File: src/rtl/lsu_ctrl_if.sv
// Data-memory bus between lsu_ctrl (master) and the memory/bus fabric (slave).
// Handshake: the master raises dmem_stb_o and holds addr/sel/we/wdata stable until
// the slave returns dmem_ack_i for one cycle; ack is only meaningful while stb is high.
interface lsu_ctrl_if;
  logic [31:0] dmem_addr_o;
  logic [31:0] dmem_wdata_o;
  logic [3:0]  dmem_sel_o;
  logic        dmem_we_o;
  logic        dmem_stb_o;
  logic        dmem_ack_i;
  logic [31:0] dmem_rdata_i;

  modport master (
    output dmem_addr_o, dmem_wdata_o, dmem_sel_o, dmem_we_o, dmem_stb_o,
    input  dmem_ack_i, dmem_rdata_i
  );

  modport slave (
    input  dmem_addr_o, dmem_wdata_o, dmem_sel_o, dmem_we_o, dmem_stb_o,
    output dmem_ack_i, dmem_rdata_i
  );
endinterface

File: src/rtl/lsu_ctrl.sv
// Load/store sequencer: byte-lane generation, pipeline stall, load extension and bus timeout.
// Optional macro LSU_MISALIGN_TRAP_EN rejects misaligned half/word accesses without a bus cycle.
module lsu_ctrl #(
    parameter int TIMEOUT_CYCLES = 16
) (
    input  logic        clk_i,
    input  logic        rst_ni,
    input  logic        req_valid_i,
    input  logic        req_we_i,
    input  logic [2:0]  req_width_i,
    input  logic [31:0] req_addr_i,
    input  logic [31:0] req_wdata_i,
    output logic        stall_o,
    output logic        done_o,
    output logic        err_o,
    output logic [31:0] rdata_o,
    output logic [1:0]  state_dbg_o,
    lsu_ctrl_if.master  dmem
);

    typedef enum logic [1:0] {
        IDLE = 2'd0,
        BUSY = 2'd1,
        RESP = 2'd2
    } state_t;

    localparam int CW   = (TIMEOUT_CYCLES > 1) ? $clog2(TIMEOUT_CYCLES) : 1;
    localparam int LAST = (TIMEOUT_CYCLES > 0) ? TIMEOUT_CYCLES - 1 : 0;
    localparam logic [CW-1:0] CNT_LAST = CW'(LAST);

    state_t        state;
    logic [CW-1:0] cnt;
    logic [2:0]    width_q;
    logic [1:0]    off_q;

    logic [3:0]    sel_c;
    logic [31:0]   wdata_c;
    logic          legal_c;
    logic          misalign_c;
    logic [31:0]   shifted_c;
    logic [31:0]   load_c;

    assign stall_o     = ((state == IDLE) && req_valid_i) || (state == BUSY);
    assign state_dbg_o = state;

    always_comb begin
        sel_c   = 4'b1111;
        wdata_c = req_wdata_i;
        case (req_width_i[1:0])
            2'b00: begin
                sel_c   = 4'b0001 << req_addr_i[1:0];
                wdata_c = {4{req_wdata_i[7:0]}};
            end
            2'b01: begin
                sel_c   = req_addr_i[1] ? 4'b1100 : 4'b0011;
                wdata_c = {2{req_wdata_i[15:0]}};
            end
            default: begin
                sel_c   = 4'b1111;
                wdata_c = req_wdata_i;
            end
        endcase
    end

    always_comb begin
        legal_c = (req_width_i == 3'b000) || (req_width_i == 3'b001) || (req_width_i == 3'b010) ||
                  (req_width_i == 3'b100) || (req_width_i == 3'b101);
`ifdef LSU_MISALIGN_TRAP_EN
        misalign_c = ((req_width_i[1:0] == 2'b01) && req_addr_i[0]) ||
                     ((req_width_i[1:0] == 2'b10) && (req_addr_i[1:0] != 2'b00));
`else
        misalign_c = 1'b0;
`endif
    end

    // Without the misalign trap, halves honour only a[1] and words never shift.
    always_comb begin
        shifted_c = dmem.dmem_rdata_i;
        load_c    = dmem.dmem_rdata_i;
        case (width_q[1:0])
            2'b00: begin
                shifted_c = dmem.dmem_rdata_i >> {off_q, 3'b000};
                load_c    = {{24{~width_q[2] & shifted_c[7]}}, shifted_c[7:0]};
            end
            2'b01: begin
                shifted_c = dmem.dmem_rdata_i >> {off_q[1], 4'b0000};
                load_c    = {{16{~width_q[2] & shifted_c[15]}}, shifted_c[15:0]};
            end
            default: begin
                shifted_c = dmem.dmem_rdata_i;
                load_c    = dmem.dmem_rdata_i;
            end
        endcase
    end

    always_ff @(posedge clk_i or negedge rst_ni) begin
        if (!rst_ni) begin
            state             <= IDLE;
            cnt               <= '0;
            width_q           <= 3'b000;
            off_q             <= 2'b00;
            done_o            <= 1'b0;
            err_o             <= 1'b0;
            rdata_o           <= 32'h0;
            dmem.dmem_addr_o  <= 32'h0;
            dmem.dmem_wdata_o <= 32'h0;
            dmem.dmem_sel_o   <= 4'b0000;
            dmem.dmem_we_o    <= 1'b0;
            dmem.dmem_stb_o   <= 1'b0;
        end else begin
            case (state)
                IDLE: begin
                    if (req_valid_i) begin
                        if (!legal_c || misalign_c) begin
                            state   <= RESP;
                            done_o  <= 1'b1;
                            err_o   <= 1'b1;
                            rdata_o <= 32'h0;
                        end else begin
                            state             <= BUSY;
                            cnt               <= '0;
                            width_q           <= req_width_i;
                            off_q             <= req_addr_i[1:0];
                            dmem.dmem_addr_o  <= {req_addr_i[31:2], 2'b00};
                            dmem.dmem_wdata_o <= wdata_c;
                            dmem.dmem_sel_o   <= sel_c;
                            dmem.dmem_we_o    <= req_we_i;
                            dmem.dmem_stb_o   <= 1'b1;
                        end
                    end
                end
                BUSY: begin
                    if (dmem.dmem_ack_i) begin
                        state           <= RESP;
                        dmem.dmem_stb_o <= 1'b0;
                        done_o          <= 1'b1;
                        err_o           <= 1'b0;
                        rdata_o         <= dmem.dmem_we_o ? 32'h0 : load_c;
                    end else if ((TIMEOUT_CYCLES != 0) && (cnt == CNT_LAST)) begin
                        state           <= RESP;
                        dmem.dmem_stb_o <= 1'b0;
                        done_o          <= 1'b1;
                        err_o           <= 1'b1;
                        rdata_o         <= 32'h0;
                    end else if (TIMEOUT_CYCLES != 0) begin
                        cnt <= cnt + CW'(1);
                    end
                end
                RESP: begin
                    state  <= IDLE;
                    done_o <= 1'b0;
                    err_o  <= 1'b0;
                end
                default: begin
                    state           <= IDLE;
                    dmem.dmem_stb_o <= 1'b0;
                    done_o          <= 1'b0;
                    err_o           <= 1'b0;
                end
            endcase
        end
    end

endmodule

File: src/flat_wrapper.sv
// flat-port wrapper written by rule: the top's interface ports become plain ports
module lsu_ctrl_flat 
#(
    parameter int TIMEOUT_CYCLES = 16
)
  (clk_i, rst_ni, req_valid_i, req_we_i, req_width_i, req_addr_i, req_wdata_i, stall_o, done_o, err_o, rdata_o, state_dbg_o, dmem_dmem_addr_o, dmem_dmem_wdata_o, dmem_dmem_sel_o, dmem_dmem_we_o, dmem_dmem_stb_o, dmem_dmem_ack_i, dmem_dmem_rdata_i);
  lsu_ctrl_if dmem_i ();
  input  logic clk_i;
  input  logic rst_ni;
  input  logic req_valid_i;
  input  logic req_we_i;
  input  logic [2:0] req_width_i;
  input  logic [31:0] req_addr_i;
  input  logic [31:0] req_wdata_i;
  output logic stall_o;
  output logic done_o;
  output logic err_o;
  output logic [31:0] rdata_o;
  output logic [1:0] state_dbg_o;
  output wire logic [$bits(dmem_i.dmem_addr_o)-1:0] dmem_dmem_addr_o;
  output wire logic [$bits(dmem_i.dmem_wdata_o)-1:0] dmem_dmem_wdata_o;
  output wire logic [$bits(dmem_i.dmem_sel_o)-1:0] dmem_dmem_sel_o;
  output wire logic [$bits(dmem_i.dmem_we_o)-1:0] dmem_dmem_we_o;
  output wire logic [$bits(dmem_i.dmem_stb_o)-1:0] dmem_dmem_stb_o;
  input wire logic [$bits(dmem_i.dmem_ack_i)-1:0] dmem_dmem_ack_i;
  input wire logic [$bits(dmem_i.dmem_rdata_i)-1:0] dmem_dmem_rdata_i;
  assign dmem_dmem_addr_o = dmem_i.dmem_addr_o;
  assign dmem_dmem_wdata_o = dmem_i.dmem_wdata_o;
  assign dmem_dmem_sel_o = dmem_i.dmem_sel_o;
  assign dmem_dmem_we_o = dmem_i.dmem_we_o;
  assign dmem_dmem_stb_o = dmem_i.dmem_stb_o;
  assign dmem_i.dmem_ack_i = dmem_dmem_ack_i;
  assign dmem_i.dmem_rdata_i = dmem_dmem_rdata_i;
  lsu_ctrl #(.TIMEOUT_CYCLES(TIMEOUT_CYCLES)) u_core (.clk_i(clk_i), .rst_ni(rst_ni), .req_valid_i(req_valid_i), .req_we_i(req_we_i), .req_width_i(req_width_i), .req_addr_i(req_addr_i), .req_wdata_i(req_wdata_i), .stall_o(stall_o), .done_o(done_o), .err_o(err_o), .rdata_o(rdata_o), .state_dbg_o(state_dbg_o), .dmem(dmem_i));
endmodule
File: config.mk
export PLATFORM = sky130hd
export DESIGN_NAME = lsu_ctrl_flat
export DESIGN_NICKNAME = d
export VERILOG_FILES = /design/src/rtl/lsu_ctrl_if.sv /design/src/rtl/lsu_ctrl.sv /design/src/flat_wrapper.sv
export SDC_FILE = /design/constraint.sdc
export NUM_CORES = 1
export LEC_CHECK = 0
export CAP_MARGIN = 0
export CORE_ASPECT_RATIO = 0.75
export CORE_MARGIN = 1
export CORE_UTILIZATION = 63
export DETAILED_ROUTE_END_ITERATION = 10
export DONT_BUFFER_PORTS = 1
export GPL_TIMING_DRIVEN = 0
export PLACE_DENSITY = 0.79
export SYNTH_ARGS = -nofsm -noshare
export SYNTH_HDL_FRONTEND = slang
export SYNTH_SLANG_ARGS = --single-unit
File: constraint.sdc
create_clock -name clk_i -period 2.2 [get_ports clk_i]
set_input_delay 0.33 -clock clk_i [delete_from_list [all_inputs] [get_ports clk_i]]
set_output_delay 0.33 -clock clk_i [all_outputs]
set_load 0.1 [all_outputs]
* After elaboration in Yosys (flattened, before gate mapping)
Cells that the tools add are included.
** Storage, ports and cells
- Bits in registers :: 113
- Bits of input ports :: 104
- Output and inout port bits :: 107
- Logic and storage cells :: 84
** Operators by class
- $add $sub $neg :: 1
- Equality and inequality tests :: 15
- Shifts and indexed selects :: 3
- Muxes and demuxes :: 32
- Bitwise logic cells :: 4
- Reduce and logical (&&, ||, !) cells :: 17
** Operator list (count)
- 32-bit one-hot mux with 2 select lines :: 3
- 32-bit 2-to-1 mux :: 5
- 32-bit by 5-bit right shift with 16-bit output :: 1
- 32-bit by 5-bit right shift with 8-bit output :: 1
- 4-bit 2-to-1 mux :: 5
- 4-bit one-hot mux with 2 select lines :: 2
- 1-bit 2-to-1 mux :: 9
- 2-bit 2-to-1 mux :: 4
- 2-bit inequality test (second input constant) :: 4
- 4-bit AND reduction :: 2
- 2-bit by 1-bit equality test with 1-bit output (second input constant) :: 3
- 3-bit equality test (second input constant) :: 2
- 2-bit zero test :: 3
- 3-bit AND reduction :: 2
- 1-bit logical OR :: 5
- 5-bit AND reduction :: 1
- 4-bit by 1-bit adder with 4-bit output (second input constant) :: 1
- 4-bit equality test (second input constant) :: 1
- 1-bit one-hot mux with 2 select lines :: 2
- 2-bit one-hot mux with 2 select lines :: 1
- 1-bit by 2-bit left shift with 4-bit output (first input constant) :: 1
- 3-bit by 1-bit equality test with 1-bit output (second input constant) :: 1
- 3-bit by 2-bit equality test with 1-bit output (second input constant) :: 1
- 3-bit zero test :: 1
- other kinds (9) :: 11

* Logic depth before layout (Yosys ltp)
- Depth in word-level cells :: 8
- Gate-level depth with buffers :: 8
- Depth with buffers taken out :: 5

* Worst setup path before layout
No wires, ideal clock.
- Path kind :: reg-to-output
- From :: register u_core.state[0], in the netlist u_core.state_dbg_o[0]
- To :: output stall_o
- Arrival time :: 2385 ps
- Required time :: 1870 ps
- Path slack :: -515 ps
- Cell stages (with the launch flop) :: 3
- Path buffers :: 0
- Cell sequence :: dfrtp_1 -> nor2_1 -> nor2_1
** On the way
- Longest elaborated chain between the ends :: 3
- Elaborated cells between the ends (all ways) :: 4
- Those cells by class :: eq/ne: 1; reduce/logical: 3
** Ends and longest elaborated chain
- start: declaration :: line lsu_ctrl.sv:31 : state_t state;
- start signal: assignment :: line lsu_ctrl.sv:98 : state <= IDLE;
- start signal: assignment :: line lsu_ctrl.sv:115 : state <= RESP;
- start signal: assignment :: line lsu_ctrl.sv:120 : state <= BUSY;
- 2-bit zero test :: line lsu_ctrl.sv:43 : assign stall_o = ((state == IDLE) && req_valid_i) || (state == BUSY);
- 1-bit logical AND :: line lsu_ctrl.sv:43
- 1-bit logical OR (*) :: line lsu_ctrl.sv:43
- end: declaration :: line flat_wrapper.sv:15 : output logic stall_o;
Every way passes the cells marked *; elsewhere a longest branch is shown, timed or not.

* Worst setup path in the final report
- From :: register u_core.state[1], in the netlist u_core.state_dbg_o[1]
- To :: output stall_o
The elaborated chain is that of the path after synthesis.

==> impl_metrics.env <==
export IMPL_grt_first_pass_wirelength_mm=23.8
export IMPL_crit_fanout=5
export IMPL_postSynthAreaPerCell_um2=9.79
export IMPL_die_h_um=80.8
export IMPL_setup_violations=0
export IMPL_wl_per_cell_um=22.2
export IMPL_slew_headroom_pct=35.7
export IMPL_worstPathArrival_ps=1830
export IMPL_violations="negative hold slack"
export IMPL_die_area_mm2=0.00866
export IMPL_timing_fmax_mhz=462
export IMPL_status="complete, but fails checks"
export IMPL_synth_xor_area_share_pct=0.336
export IMPL_vias=4680
export IMPL_synth_top_family_by_area="simple AND/OR/NAND/NOR gates"
export IMPL_cts_root_buf="clkbuf_8"
export IMPL_period_minus_slack_ps=2160
export IMPL_seq_area_frac_synth_pct=54.2
export IMPL_yosysWarnings=0
export IMPL_final_nets=721
export IMPL_final_hold_viol_count=113
export IMPL_clock_latency_ps=510
export IMPL_row_count=28
export IMPL_worst_slew_pin_transition_ps=965
export IMPL_io_pins=211
export IMPL_grt_ovfl_total=0
export IMPL_diodes=0
export IMPL_coreArea_mm2=0.00795
export IMPL_cts_sinks=113
export IMPL_gp_congestion=0.845
export IMPL_clockBufferDepth=2
export IMPL_cts_made_buffers=17
export IMPL_fin_ws_ps=35.3
export IMPL_synthCells=533
export IMPL_drive_gt1_share_pct=13.7
export IMPL_clkTransAtPathRegs_ps=60
export IMPL_drt_iter0_drc=505
export IMPL_die_w_um=107
export IMPL_routed_via_density=6.38
export IMPL_antenna_found_initial=0
export IMPL_fillCellCount=442
export IMPL_cts_tree="built"
export IMPL_grt_total_usage_pct=37.4
export IMPL_start_kind="flop"
export IMPL_port_buffers=0
export IMPL_slew_viol_final=0
export IMPL_drc=0
export IMPL_required_ps=1870
export IMPL_dp_hpwl_mm=9.82
export IMPL_wirelength_mm=16.3
export IMPL_clock_skew_ps=10.2
export IMPL_cts_max_level=4
export IMPL_synthSimpleGateAreaFrac_pct=18.7
export IMPL_start_util_pct=65.6
export IMPL_grt_max_degree=114
export IMPL_worstSetupEndpointType="output pin"
export IMPL_synth_compound_area_share_pct=14.5
export IMPL_synthAdderAreaFrac_pct=0.240
export IMPL_path_class="flop to output pin"
export IMPL_final_util_pct=83.7
export IMPL_place_ws_ps=-351
export IMPL_hold_ws_ps=-492
export IMPL_period_share_pct=98.4
export IMPL_ant_nets=0
export IMPL_fin_setup_tns_ps=0
export IMPL_hp_class="input port to asynchronous set/reset pin"
export IMPL_syn_area_mm2=0.00522
export IMPL_rsz0062_at_grt="true"
export IMPL_grt_pass1_vias=4630
export IMPL_synth_seq_cells=113
export IMPL_synth_cell_types=42
export IMPL_max_cap_violations=0
export IMPL_synthToLayoutAreaGrowth_pct=27.6
export IMPL_drtPass1Iterations=6
export IMPL_yosys_mux_area_fraction_pct=7.86
[path summary, 6_finish.rpt]
kind	endpoint	cells past startpoint	start	slack, ps
max reg2reg	u_core.rdata_o[16]	5	u_core.state_dbg_o[0]	50
max in group asynchronous	u_core.rdata_o[14]	0	rst_ni	2510
max	stall_o	2	u_core.state_dbg_o[1]	40
min	u_core.dmem.dmem_addr_o[6]	0	rst_ni	-490
min reg2reg	u_core.cnt[0]	1	u_core.cnt[0]	520
min in group clk_i	u_core.dmem.dmem_wdata_o[14]	2	req_wdata_i[14]	20
[registers in the layout, summed over array words and instances (netlist names)]
| signal | cells |
|---|---|
| u_core.dmem.dmem_sel_o | 4 |
| u_core.dmem.dmem_stb_o | 1 |
| u_core.width_q | 3 |
| u_core.state_dbg_o | 2 |
| u_core.done_o | 1 |
| u_core.err_o | 1 |
| u_core.dmem.dmem_addr_o | 30 |
| u_core.dmem.dmem_wdata_o | 32 |
| u_core.cnt | 4 |
| u_core.rdata_o | 32 |
| u_core.dmem.dmem_we_o | 1 |
| u_core.off_q | 2 |
[metal layers]
metal | routed length (um) | global-route usage [%] | vias up
met4 | 425 | 15.5 | 0
met2 | 8080 | 63.1 | 321
li1 | - | - | 1981
met5 | 0 | 0 | -
met3 | 1740 | 13.6 | 54
met1 | 6040 | 43.8 | 2324
[cell usage after synthesis (all sizes together)]
cell / number / share of area [%]
nand2: 158 / 11
dfrtp: 113 / 54
o21ai: 45 / 4.3
mux2i: 32 / 6.1
clkbuf: 23 / 1.7
a21oi: 21 / 2.0
nand2b: 19 / 2.3
nor2: 18 / 1.3
a221o: 17 / 3.3
buf: 17 / 2.2
nor2b: 9 / 1.1
a32o: 8 / 1.5
mux2: 8 / 1.7
o2bb2ai: 8 / 1.3
nand3: 5 / 0.48
a31oi: 3 / 0.36
inv: 3 / 0.22
or3: 3 / 0.36
and2: 2 / 0.29
nor3b: 2 / 0.38
nor4b: 2 / 0.46
o21ba: 2 / 0.38
xor2: 2 / 0.34
a2111oi: 1 / 0.53
a211oi: 1 / 0.14
a221oi: 1 / 0.17
a2bb2oi: 1 / 0.17
and2b: 1 / 0.14
and3: 1 / 0.12
conb: 1 / 0.072
ha: 1 / 0.24
nor3: 1 / 0.19
o21a: 1 / 0.14
o21bai: 1 / 0.14
or2: 1 / 0.12
or4b: 1 / 0.19
[cell type report]
type	count	area (um^2)	share of cell area [%]
multi-input combinational	378	2230	33.5
inverter	3	11.3	0.169
clock buffer	17	414	6.22
buffer	38	215	3.23
clock inverter	15	160	2.41
sequential	113	2840	42.6
timing repair buffer	65	658	9.89
tap	105	131	1.97
[critical path, stage by stage (launching register included)]
cell,delay [ps]
dfrtp_4,640
buf_8,210
nor2_4,480
[layout by cell type, fill, tap and decap left out, types with 4 or more instances in the layout]
master | Yosys | layout
clkbuf_16 | 0 | 16
nor2_1 | 18 | 16
o2bb2ai_1 | 8 | 8
nand2_1 | 158 | 157
buf_2 | 7 | 4
o21ai_0 | 45 | 45
buf_4 | 5 | 12
nand3_1 | 5 | 5
mux2_2 | 8 | 8
a32o_1 | 8 | 8
clkinv_4 | 0 | 5
nand2b_1 | 19 | 19
mux2i_1 | 32 | 32
clkbuf_1 | 23 | 14
a221o_1 | 17 | 17
dlygate4sd3_1 | 0 | 58
nor2b_1 | 9 | 9
a21oi_1 | 21 | 21
clkbuf_2 | 0 | 9
dfrtp_1 | 113 | 110
[through the flow]
step / cells / area (um^2) / hold slack, ps
floorplan: 534 / 5230 / 34.4
global placement: 639 / 5360 / 37.0
detailed placement: 639 / 5360 / 36.9
CTS: 730 / 6610 / -503
global route: 734 / 6660 / -515
finish: 734 / 6660 / -492
[timing repair]
action	CTS	global route
setup buffers	1	5
gates resized for setup	19	10
endpoints found under the setup margin	72	79
hold buffers	57	1
gates cloned	1	0
hold endpoints to repair	171	114
pin swaps	3	7
[logic make-up (layout without fill, tap and decap cells)]
kind of cell               Yosys count  after routing
and+or+nand+nor                    223            223
adders and majority gates            1              1
DFF                                113            113
other                                1              2
AOI/OAI and AO/OA                  110            110
muxes                               40             40
xor gates and xnor gates             2              2
buffers and inverters               43            138
Power is left out: the tool's default activity adds up to more than one toggle a clock period on the data nets, which glitch-free logic cannot reach.
